$ cat src/rtl/uart_frame_pkg.sv
// Shared constants for the host-link framers: delimiters, deframer state encoding and the
// error codes reported alongside err_pulse.
package uart_frame_pkg;

    localparam logic [7:0] START_BYTE_DEF = 8'hF0;
    localparam logic [7:0] STOP_BYTE_DEF  = 8'h0F;

    localparam logic [2:0] ST_HUNT    = 3'd0;
    localparam logic [2:0] ST_ADDR    = 3'd1;
    localparam logic [2:0] ST_PAYLOAD = 3'd2;
    localparam logic [2:0] ST_CSUM    = 3'd3;
    localparam logic [2:0] ST_STOP    = 3'd4;

    localparam logic [1:0] ERR_NONE    = 2'd0;
    localparam logic [1:0] ERR_FRAMING = 2'd1;
    localparam logic [1:0] ERR_CSUM    = 2'd2;
    localparam logic [1:0] ERR_TIMEOUT = 2'd3;

endpackage

$ cat src/rtl/uart_frame_rx_if.sv
// Byte stream in, frame and error reports out. The byte source and frame consumer form the
// master side; the deframer is the slave.
interface uart_frame_rx_if #(
    parameter int unsigned PAYLOAD_BYTES = 16
);
    logic [7:0]                   byte_in;
    logic                         byte_dv;
    logic                         frame_dv;
    logic [7:0]                   frame_addr;
    logic [8*PAYLOAD_BYTES-1:0]   frame_payload;
    logic                         err_pulse;
    logic [1:0]                   err_code;

    modport master (
        output byte_in, byte_dv,
        input  frame_dv, frame_addr, frame_payload, err_pulse, err_code
    );

    modport slave (
        input  byte_in, byte_dv,
        output frame_dv, frame_addr, frame_payload, err_pulse, err_code
    );
endinterface

$ cat src/rtl/sat_counter.sv
// Saturating event counter; a clear in the same cycle as an increment wins.
module sat_counter #(
    parameter int unsigned WIDTH = 16
) (
    input  logic             clk,
    input  logic             reset_n,
    input  logic             inc_i,
    input  logic             clr_i,
    output logic [WIDTH-1:0] count_o
);
    logic [WIDTH-1:0] count_q, count_d;

    always_comb begin
        count_d = count_q;
        if (clr_i) begin
            count_d = '0;
        end else if (inc_i && (count_q != {WIDTH{1'b1}})) begin
            count_d = count_q + WIDTH'(1);
        end
    end

    always_ff @(posedge clk or negedge reset_n) begin
        if (!reset_n) begin
            count_q <= '0;
        end else begin
            count_q <= count_d;
        end
    end

    assign count_o = count_q;
endmodule

$ cat src/rtl/uart_frame_rx.sv
// Receive deframer: hunts for START, gathers address + payload (+ XOR checksum), checks STOP,
// and publishes whole frames. Outputs keep the last good frame across errors and timeouts.
module uart_frame_rx
    import uart_frame_pkg::*;
#(
    parameter int unsigned PAYLOAD_BYTES  = 16,
    parameter logic [7:0]  START_BYTE     = START_BYTE_DEF,
    parameter logic [7:0]  STOP_BYTE      = STOP_BYTE_DEF,
    parameter bit          CSUM_EN        = 1'b1,
    parameter int unsigned TIMEOUT_CYCLES = 100000,
    parameter int unsigned CNT_W          = 16
) (
    input  logic             clk,
    input  logic             reset_n,
    uart_frame_rx_if.slave   link_io,
    input  logic             err_clr_i,
    output logic             busy_o,
    output logic [CNT_W-1:0] cnt_ok_o,
    output logic [CNT_W-1:0] cnt_framing_o,
    output logic [CNT_W-1:0] cnt_csum_o,
    output logic [CNT_W-1:0] cnt_timeout_o
);
    localparam int unsigned IdxW = (PAYLOAD_BYTES > 1) ? $clog2(PAYLOAD_BYTES) : 1;
    localparam int unsigned TmoW = (TIMEOUT_CYCLES > 1) ? $clog2(TIMEOUT_CYCLES) : 1;
    localparam int unsigned PayW = 8 * PAYLOAD_BYTES;
    localparam logic [IdxW-1:0] LastIdx = IdxW'(PAYLOAD_BYTES - 1);
    localparam logic [TmoW-1:0] TmoLast = TmoW'(TIMEOUT_CYCLES - 1);

    logic       byte_dv;
    logic [7:0] byte_in;

    logic [2:0]      state_q, state_d;
    logic [7:0]      addr_sh_q, addr_sh_d;
    logic [PayW-1:0] shadow_q, shadow_d;
    logic [7:0]      csum_q, csum_d;
    logic            bad_csum_q, bad_csum_d;
    logic [IdxW-1:0] idx_q, idx_d;
    logic [TmoW-1:0] tmo_q, tmo_d;

    logic            frame_dv_q;
    logic [7:0]      frame_addr_q, frame_addr_d;
    logic [PayW-1:0] frame_payload_q, frame_payload_d;
    logic            err_pulse_q;
    logic [1:0]      err_code_q, err_code_d;

    logic tmo_expire;
    logic ok_evt, framing_evt, csum_evt, err_evt;

    assign byte_dv = link_io.byte_dv;
    assign byte_in = link_io.byte_in;

    // A byte arriving on the expiry cycle keeps the frame alive.
    assign tmo_expire = (TIMEOUT_CYCLES != 0) && (state_q != ST_HUNT) && !byte_dv &&
                        (tmo_q == TmoLast);

    always_comb begin
        if ((TIMEOUT_CYCLES == 0) || byte_dv || (state_q == ST_HUNT)) begin
            tmo_d = '0;
        end else begin
            tmo_d = tmo_q + TmoW'(1);
        end
    end

    always_comb begin
        state_d     = state_q;
        addr_sh_d   = addr_sh_q;
        shadow_d    = shadow_q;
        csum_d      = csum_q;
        bad_csum_d  = bad_csum_q;
        idx_d       = idx_q;
        ok_evt      = 1'b0;
        framing_evt = 1'b0;
        csum_evt    = 1'b0;
        if (tmo_expire) begin
            state_d = ST_HUNT;
        end else if (byte_dv) begin
            case (state_q)
                ST_HUNT: begin
                    if (byte_in == START_BYTE) begin
                        state_d    = ST_ADDR;
                        csum_d     = '0;
                        bad_csum_d = 1'b0;
                    end
                end
                ST_ADDR: begin
                    addr_sh_d = byte_in;
                    csum_d    = csum_q ^ byte_in;
                    idx_d     = '0;
                    state_d   = ST_PAYLOAD;
                end
                ST_PAYLOAD: begin
                    shadow_d[{idx_q, 3'b000} +: 8] = byte_in;
                    csum_d = csum_q ^ byte_in;
                    if (idx_q == LastIdx) begin
                        state_d = CSUM_EN ? ST_CSUM : ST_STOP;
                    end else begin
                        idx_d = idx_q + IdxW'(1);
                    end
                end
                ST_CSUM: begin
                    bad_csum_d = (byte_in != csum_q);
                    state_d    = ST_STOP;
                end
                ST_STOP: begin
                    if (byte_in == STOP_BYTE) begin
                        ok_evt   = !bad_csum_q;
                        csum_evt = bad_csum_q;
                        state_d  = ST_HUNT;
                    end else begin
                        // A bad stop outranks a bad checksum; a START here opens a new frame.
                        framing_evt = 1'b1;
                        if (byte_in == START_BYTE) begin
                            state_d    = ST_ADDR;
                            csum_d     = '0;
                            bad_csum_d = 1'b0;
                        end else begin
                            state_d = ST_HUNT;
                        end
                    end
                end
                default: state_d = ST_HUNT;
            endcase
        end
    end

    assign err_evt = framing_evt | csum_evt | tmo_expire;

    always_comb begin
        frame_addr_d    = ok_evt ? addr_sh_q : frame_addr_q;
        frame_payload_d = ok_evt ? shadow_q : frame_payload_q;
        if (tmo_expire) begin
            err_code_d = ERR_TIMEOUT;
        end else if (framing_evt) begin
            err_code_d = ERR_FRAMING;
        end else if (csum_evt) begin
            err_code_d = ERR_CSUM;
        end else begin
            err_code_d = ERR_NONE;
        end
    end

    always_ff @(posedge clk or negedge reset_n) begin
        if (!reset_n) begin
            state_q         <= ST_HUNT;
            addr_sh_q       <= '0;
            shadow_q        <= '0;
            csum_q          <= '0;
            bad_csum_q      <= 1'b0;
            idx_q           <= '0;
            tmo_q           <= '0;
            frame_dv_q      <= 1'b0;
            frame_addr_q    <= '0;
            frame_payload_q <= '0;
            err_pulse_q     <= 1'b0;
            err_code_q      <= ERR_NONE;
        end else begin
            state_q         <= state_d;
            addr_sh_q       <= addr_sh_d;
            shadow_q        <= shadow_d;
            csum_q          <= csum_d;
            bad_csum_q      <= bad_csum_d;
            idx_q           <= idx_d;
            tmo_q           <= tmo_d;
            frame_dv_q      <= ok_evt;
            frame_addr_q    <= frame_addr_d;
            frame_payload_q <= frame_payload_d;
            err_pulse_q     <= err_evt;
            err_code_q      <= err_code_d;
        end
    end

    assign link_io.frame_dv      = frame_dv_q;
    assign link_io.frame_addr    = frame_addr_q;
    assign link_io.frame_payload = frame_payload_q;
    assign link_io.err_pulse     = err_pulse_q;
    assign link_io.err_code      = err_code_q;
    assign busy_o                = (state_q != ST_HUNT);

    sat_counter #(.WIDTH(CNT_W)) u_cnt_ok (
        .clk     (clk),
        .reset_n (reset_n),
        .inc_i   (ok_evt),
        .clr_i   (err_clr_i),
        .count_o (cnt_ok_o)
    );

    sat_counter #(.WIDTH(CNT_W)) u_cnt_framing (
        .clk     (clk),
        .reset_n (reset_n),
        .inc_i   (framing_evt),
        .clr_i   (err_clr_i),
        .count_o (cnt_framing_o)
    );

    sat_counter #(.WIDTH(CNT_W)) u_cnt_csum (
        .clk     (clk),
        .reset_n (reset_n),
        .inc_i   (csum_evt),
        .clr_i   (err_clr_i),
        .count_o (cnt_csum_o)
    );

    sat_counter #(.WIDTH(CNT_W)) u_cnt_timeout (
        .clk     (clk),
        .reset_n (reset_n),
        .inc_i   (tmo_expire),
        .clr_i   (err_clr_i),
        .count_o (cnt_timeout_o)
    );
endmodule

$ cat src/flat_wrapper.sv
// flat-port wrapper written by rule: the top's interface ports become plain ports
module uart_frame_rx_flat import uart_frame_pkg::*;
#(
    parameter int unsigned PAYLOAD_BYTES  = 16,
    parameter logic [7:0]  START_BYTE     = START_BYTE_DEF,
    parameter logic [7:0]  STOP_BYTE      = STOP_BYTE_DEF,
    parameter bit          CSUM_EN        = 1'b1,
    parameter int unsigned TIMEOUT_CYCLES = 100000,
    parameter int unsigned CNT_W          = 16
)
  (clk, reset_n, err_clr_i, busy_o, cnt_ok_o, cnt_framing_o, cnt_csum_o, cnt_timeout_o, link_io_byte_in, link_io_byte_dv, link_io_frame_dv, link_io_frame_addr, link_io_frame_payload, link_io_err_pulse, link_io_err_code);
  uart_frame_rx_if #(.PAYLOAD_BYTES(PAYLOAD_BYTES)) link_io_i ();
  input  logic clk;
  input  logic reset_n;
  input  logic err_clr_i;
  output logic busy_o;
  output logic [CNT_W-1:0] cnt_ok_o;
  output logic [CNT_W-1:0] cnt_framing_o;
  output logic [CNT_W-1:0] cnt_csum_o;
  output logic [CNT_W-1:0] cnt_timeout_o;
  input wire logic [$bits(link_io_i.byte_in)-1:0] link_io_byte_in;
  input wire logic [$bits(link_io_i.byte_dv)-1:0] link_io_byte_dv;
  output wire logic [$bits(link_io_i.frame_dv)-1:0] link_io_frame_dv;
  output wire logic [$bits(link_io_i.frame_addr)-1:0] link_io_frame_addr;
  output wire logic [$bits(link_io_i.frame_payload)-1:0] link_io_frame_payload;
  output wire logic [$bits(link_io_i.err_pulse)-1:0] link_io_err_pulse;
  output wire logic [$bits(link_io_i.err_code)-1:0] link_io_err_code;
  assign link_io_i.byte_in = link_io_byte_in;
  assign link_io_i.byte_dv = link_io_byte_dv;
  assign link_io_frame_dv = link_io_i.frame_dv;
  assign link_io_frame_addr = link_io_i.frame_addr;
  assign link_io_frame_payload = link_io_i.frame_payload;
  assign link_io_err_pulse = link_io_i.err_pulse;
  assign link_io_err_code = link_io_i.err_code;
  uart_frame_rx #(.PAYLOAD_BYTES(PAYLOAD_BYTES), .START_BYTE(START_BYTE), .STOP_BYTE(STOP_BYTE), .CSUM_EN(CSUM_EN), .TIMEOUT_CYCLES(TIMEOUT_CYCLES), .CNT_W(CNT_W)) u_core (.clk(clk), .reset_n(reset_n), .link_io(link_io_i), .err_clr_i(err_clr_i), .busy_o(busy_o), .cnt_ok_o(cnt_ok_o), .cnt_framing_o(cnt_framing_o), .cnt_csum_o(cnt_csum_o), .cnt_timeout_o(cnt_timeout_o));
endmodule
$ cat config.mk
export PLATFORM = sky130hd
export DESIGN_NAME = uart_frame_rx_flat
export DESIGN_NICKNAME = d
export VERILOG_FILES = /design/src/rtl/uart_frame_pkg.sv /design/src/rtl/uart_frame_rx_if.sv /design/src/rtl/sat_counter.sv /design/src/rtl/uart_frame_rx.sv /design/src/flat_wrapper.sv
export SDC_FILE = /design/constraint.sdc
export NUM_CORES = 1
export LEC_CHECK = 0
export ABC_AREA = 1
export ABC_CLOCK_PERIOD_IN_PS = 2800
export BUFFER_PORTS_ARGS = -buffer_cell sky130_fd_sc_hd__buf_2
export CORE_AREA = 5 5 200 202
export CTS_CLUSTER_DIAMETER = 150
export DETAILED_ROUTE_END_ITERATION = 10
export DIE_AREA = 0 0 205 207
export HOLD_SLACK_MARGIN = 0.08
export PLACE_DENSITY = 0.76
export SLEW_MARGIN = 30
export SYNTH_ARGS = -nofsm -noshare
export SYNTH_HDL_FRONTEND = slang
export SYNTH_SLANG_ARGS = --single-unit
$ cat constraint.sdc
create_clock -name clk -period 2.8 [get_ports clk]
set_input_delay 0.28 -clock clk [delete_from_list [all_inputs] [get_ports clk]]
set_output_delay 0.28 -clock clk [all_outputs]
set_load 0.01 [all_outputs]
==> run summary <==
Count of flip-flops with a built-in enable after synthesis - 0
Multi-input gate area - 0.00664 mm²
Filler cell count in the final layout - 3510
Number of buffers created by CTS - 42
Total of flip-flops plus latches after synthesis - 373
Fin Clk Skew - 27.4 ps
Die outline height - 207 µm
Clock edge transition at the registers on the reported setup and hold paths - 60 ps
Overall routing resource usage - 0.210
Count of buffers added by post-CTS timing repair for setup - 0
Setup-violating endpoint count in the final report - 0
Worst setup SP type - input pin
Max Cap Violations - 0
Vias in the first global route - 13600
Total length of routed wires - 45100 µm
Worst Slack Setup Final - 526 ps
Area of the mapped netlist - 0.0168 mm²
Number of routed nets with antenna violations - 0
Count of nets after finishing - 2277
Share of final-layout standard cells stronger than drive strength 1 - 0.159
I/O Pins - 217
Transition time at the pin with the least slew margin - 817 ps
Setup crit end kind - flop
Global-route wire length before repair - 72700 µm
Asr flop ratio synth - 1.00
Power per standard cell area - 732 mW/mm²
Relative slew slack - 0.456
Area growth from synthesis to layout - 18.7%
Total nets after synthesis - 2062
Hold WS - 182 ps
Path type of the worst min-delay path - in -> reg
Portion of synthesized cell area occupied by the leading cell type - 0.556
Sequential cell area - 0.00933 mm²
CTS tree - built
Summed area of non-filler cells in the final layout - 0.0199 mm²
Clock root buffer - clkbuf_16
Upper clock frequency limit - 0.440 GHz
Main flop type after synthesis - dfrtp_1
Slowest cell on crit path - dlygate4sd3_1
Fin Setup TNS - 0 ps
Initial standard-cell utilization of the core - 0.440
Minimum clock period after layout - 2270 ps
Clock latency at the later pin of the worst-skew pair - 560 ps
Wire length per cell after detailed routing - 16.0 µm
Seq/Total Area, Yosys - 0.556
Chip width - 205 µm
Setup slack after placement - 561 ps
Top post-synthesis cells by area - dfrtp_1 (56%), nand2_1 (20%), nand3_1 (4.8%), nor2_1 (3.1%), o21ai_0 (2.6%)
Residual overflow from global routing - 0
Number of buffers and inverters on the critical path - 3
Period utilisation layout - 0.812
Setup repair after global routing missed its margin - false
Cell repeated most along the worst path - nand2_1
Final HPWL from detailed placement - 30900 µm
Required time of the critical path - 3290 ps
Top cell family by delay on the critical path - simple AND/OR/NAND/NOR gates
Category of the most critical setup path - in -> reg
Clock Sinks - 373
Maximum cell stage delay along the critical path - 570 ps
Area of the die - 0.0424 mm²
Count of synthesis-stage warnings from yosys - 0
Ratio of routed vias to standard cells - 5.06
WP data arrival - 2770 ps
Core Box Area - 0.0381 mm²
Worst IR drop on VDD - 466 µV
Total via count after detailed routing - 14200
Syn_area_per_cell - 8.22 µm²
H-Tree Depth - 2
Ordered list of cells on the worst path - dlygate4sd3_1 -> buf_2 -> inv_2 -> nand2_1 -> nor2_1 -> nand3_1 -> nor2_4 -> nand2_2 -> nand2_2 -> nand2_1 -> nand2_1
Maximum fanout encountered on the critical timing path - 19
Number of placement rows - 72
Hold Violations, Final - 0
Yosys cell types - 36
Pin count of the biggest net entering global routing - 101
Buffer depth of the longest clock path - 3
Post-Syn Instances - 2041
DRC violations left - 0
Number of detailed-routing iterations run before antenna repair - 6
Count of instances resized after the clock tree is built - 0
Area after detailed placement - 0.0184 mm²
Reported leakage power - 0.0108 µW
Count of buffers inserted at the top-level ports - 216
Antenna violations before repair - 6
DRT iter0 DRCs - 1018
Most area-hungry cell type in the Yosys netlist - dfrtp_1
Result of the run - finished clean
Final Wtd Congestion - 0.900
Max-slew violations - 0
layout by cell type, fill, tap and decap left out, types with 14 or more instances in the layout:
master     instances
buf_4             17
clkbuf_16         43
nand3b_1          14
buf_2            215
xor2_1            28
inv_1             98
o21ai_0           88
nor3_1            29
nand2_1          895
nand3_1          159
dfrtp_1          373
nor2_1           138
o21ai_1           27
nand4_1           24
report_power, final:
part	internal, µW	switching [µW]
logic	701	1650
clock network	3440	2260
registers	6080	439
per-layer routing:
layer	vias to the layer above	wire [µm]	global-route usage
met3	81	3470	0.0552
met2	472	21400	0.333
met4	2	1070	0.0580
met1	6764	19100	0.287
met5	-	13	0
li1	6904	-	-
cells by family after synthesis:
kind of cell             Yosys count  share of synthesized area
AND/OR/NAND/NOR                 1291                      0.322
flip-flops                       373                      0.556
buffers and inverters            189                     0.0486
AO/OA/AOI/OAI                    143                     0.0460
XOR/XNOR                          36                     0.0199
adder cells (fa/ha/maj)            9                    0.00671
stage by stage:
step            util  std cells  total power [µW]
6_report       0.522       2809             14600
2_1_floorplan      -       2041              8150
5_1_grt        0.522       2809             15300
3_5_place_dp   0.482       2721              8930
3_3_place_gp   0.482       2721              8810
4_1_cts        0.522       2804             14700
what timing repair did:
| action | 4_1_cts | 5_1_grt |
|---|---|---|
| setup endpoints to repair | 0 | 0 |
| hold buffers | 9 | 0 |
| hold endpoints to repair | 87 | 0 |
worst paths after layout:
check	start	endpoint	slack, ps	depth (start not counted)
worst min-delay path	link_io_byte_dv	u_core.idx_q[0]	180	3
worst max-delay path	link_io_byte_in[7]	u_core.u_cnt_ok.count_o[3]	530	11
worst max register to register	u_core.idx_q[1]	u_core.shadow_q[116]	540	9
min in group asynchronous	reset_n	u_core.shadow_q[37]	310	2
worst min register to register	u_core.shadow_q[77]	u_core.link_io.frame_payload[77]	440	2
max in group asynchronous	reset_n	u_core.link_io.frame_payload[79]	1620	3
registers in the layout, summed over array words and instances (netlist names), 3 cells and up:
register,cells
u_core.addr_sh_q,8
u_core.csum_q,8
u_core.idx_q,4
u_core.link_io.frame_addr,8
u_core.link_io.frame_payload,128
u_core.shadow_q,128
u_core.state_q,3
u_core.tmo_q,17
u_core.u_cnt_csum.count_o,16
u_core.u_cnt_framing.count_o,16
u_core.u_cnt_ok.count_o,16
u_core.u_cnt_timeout.count_o,16
cell usage after synthesis (7+ instances only):
library cell and count:
inv_2 12, xnor2_1 7, nor2_4 7, clkbuf_1 29
nand2_2 7, dfrtp_1 373, xor2_1 28, nand4_1 24
nand3b_1 14, o21ai_2 9, a21oi_1 10, inv_1 98
o21ai_1 27, buf_2 32, ha_1 9, nand3_1 160
nor3_1 29, nand2_1 895, o21ai_0 88, nor2_1 138
area by class of cell:
cell class	instances	share of cell area
Sequential cell	373	0.469
Multi-Input combinational cell	1479	0.333
Timing Repair Buffer	248	0.0713
Clock buffer	54	0.0591
Tap cell	518	0.0326
Inverter	112	0.0214
Clock inverter	20	0.0126
Antenna cell	5	0.000629
tightest hold or removal path: cells and delay by family:
kind	cells	cell delay, ps
compound gates	1	90
simple gates	1	180
buf+inv	1	150
Note: power is estimated with default switching activity, not from simulation.
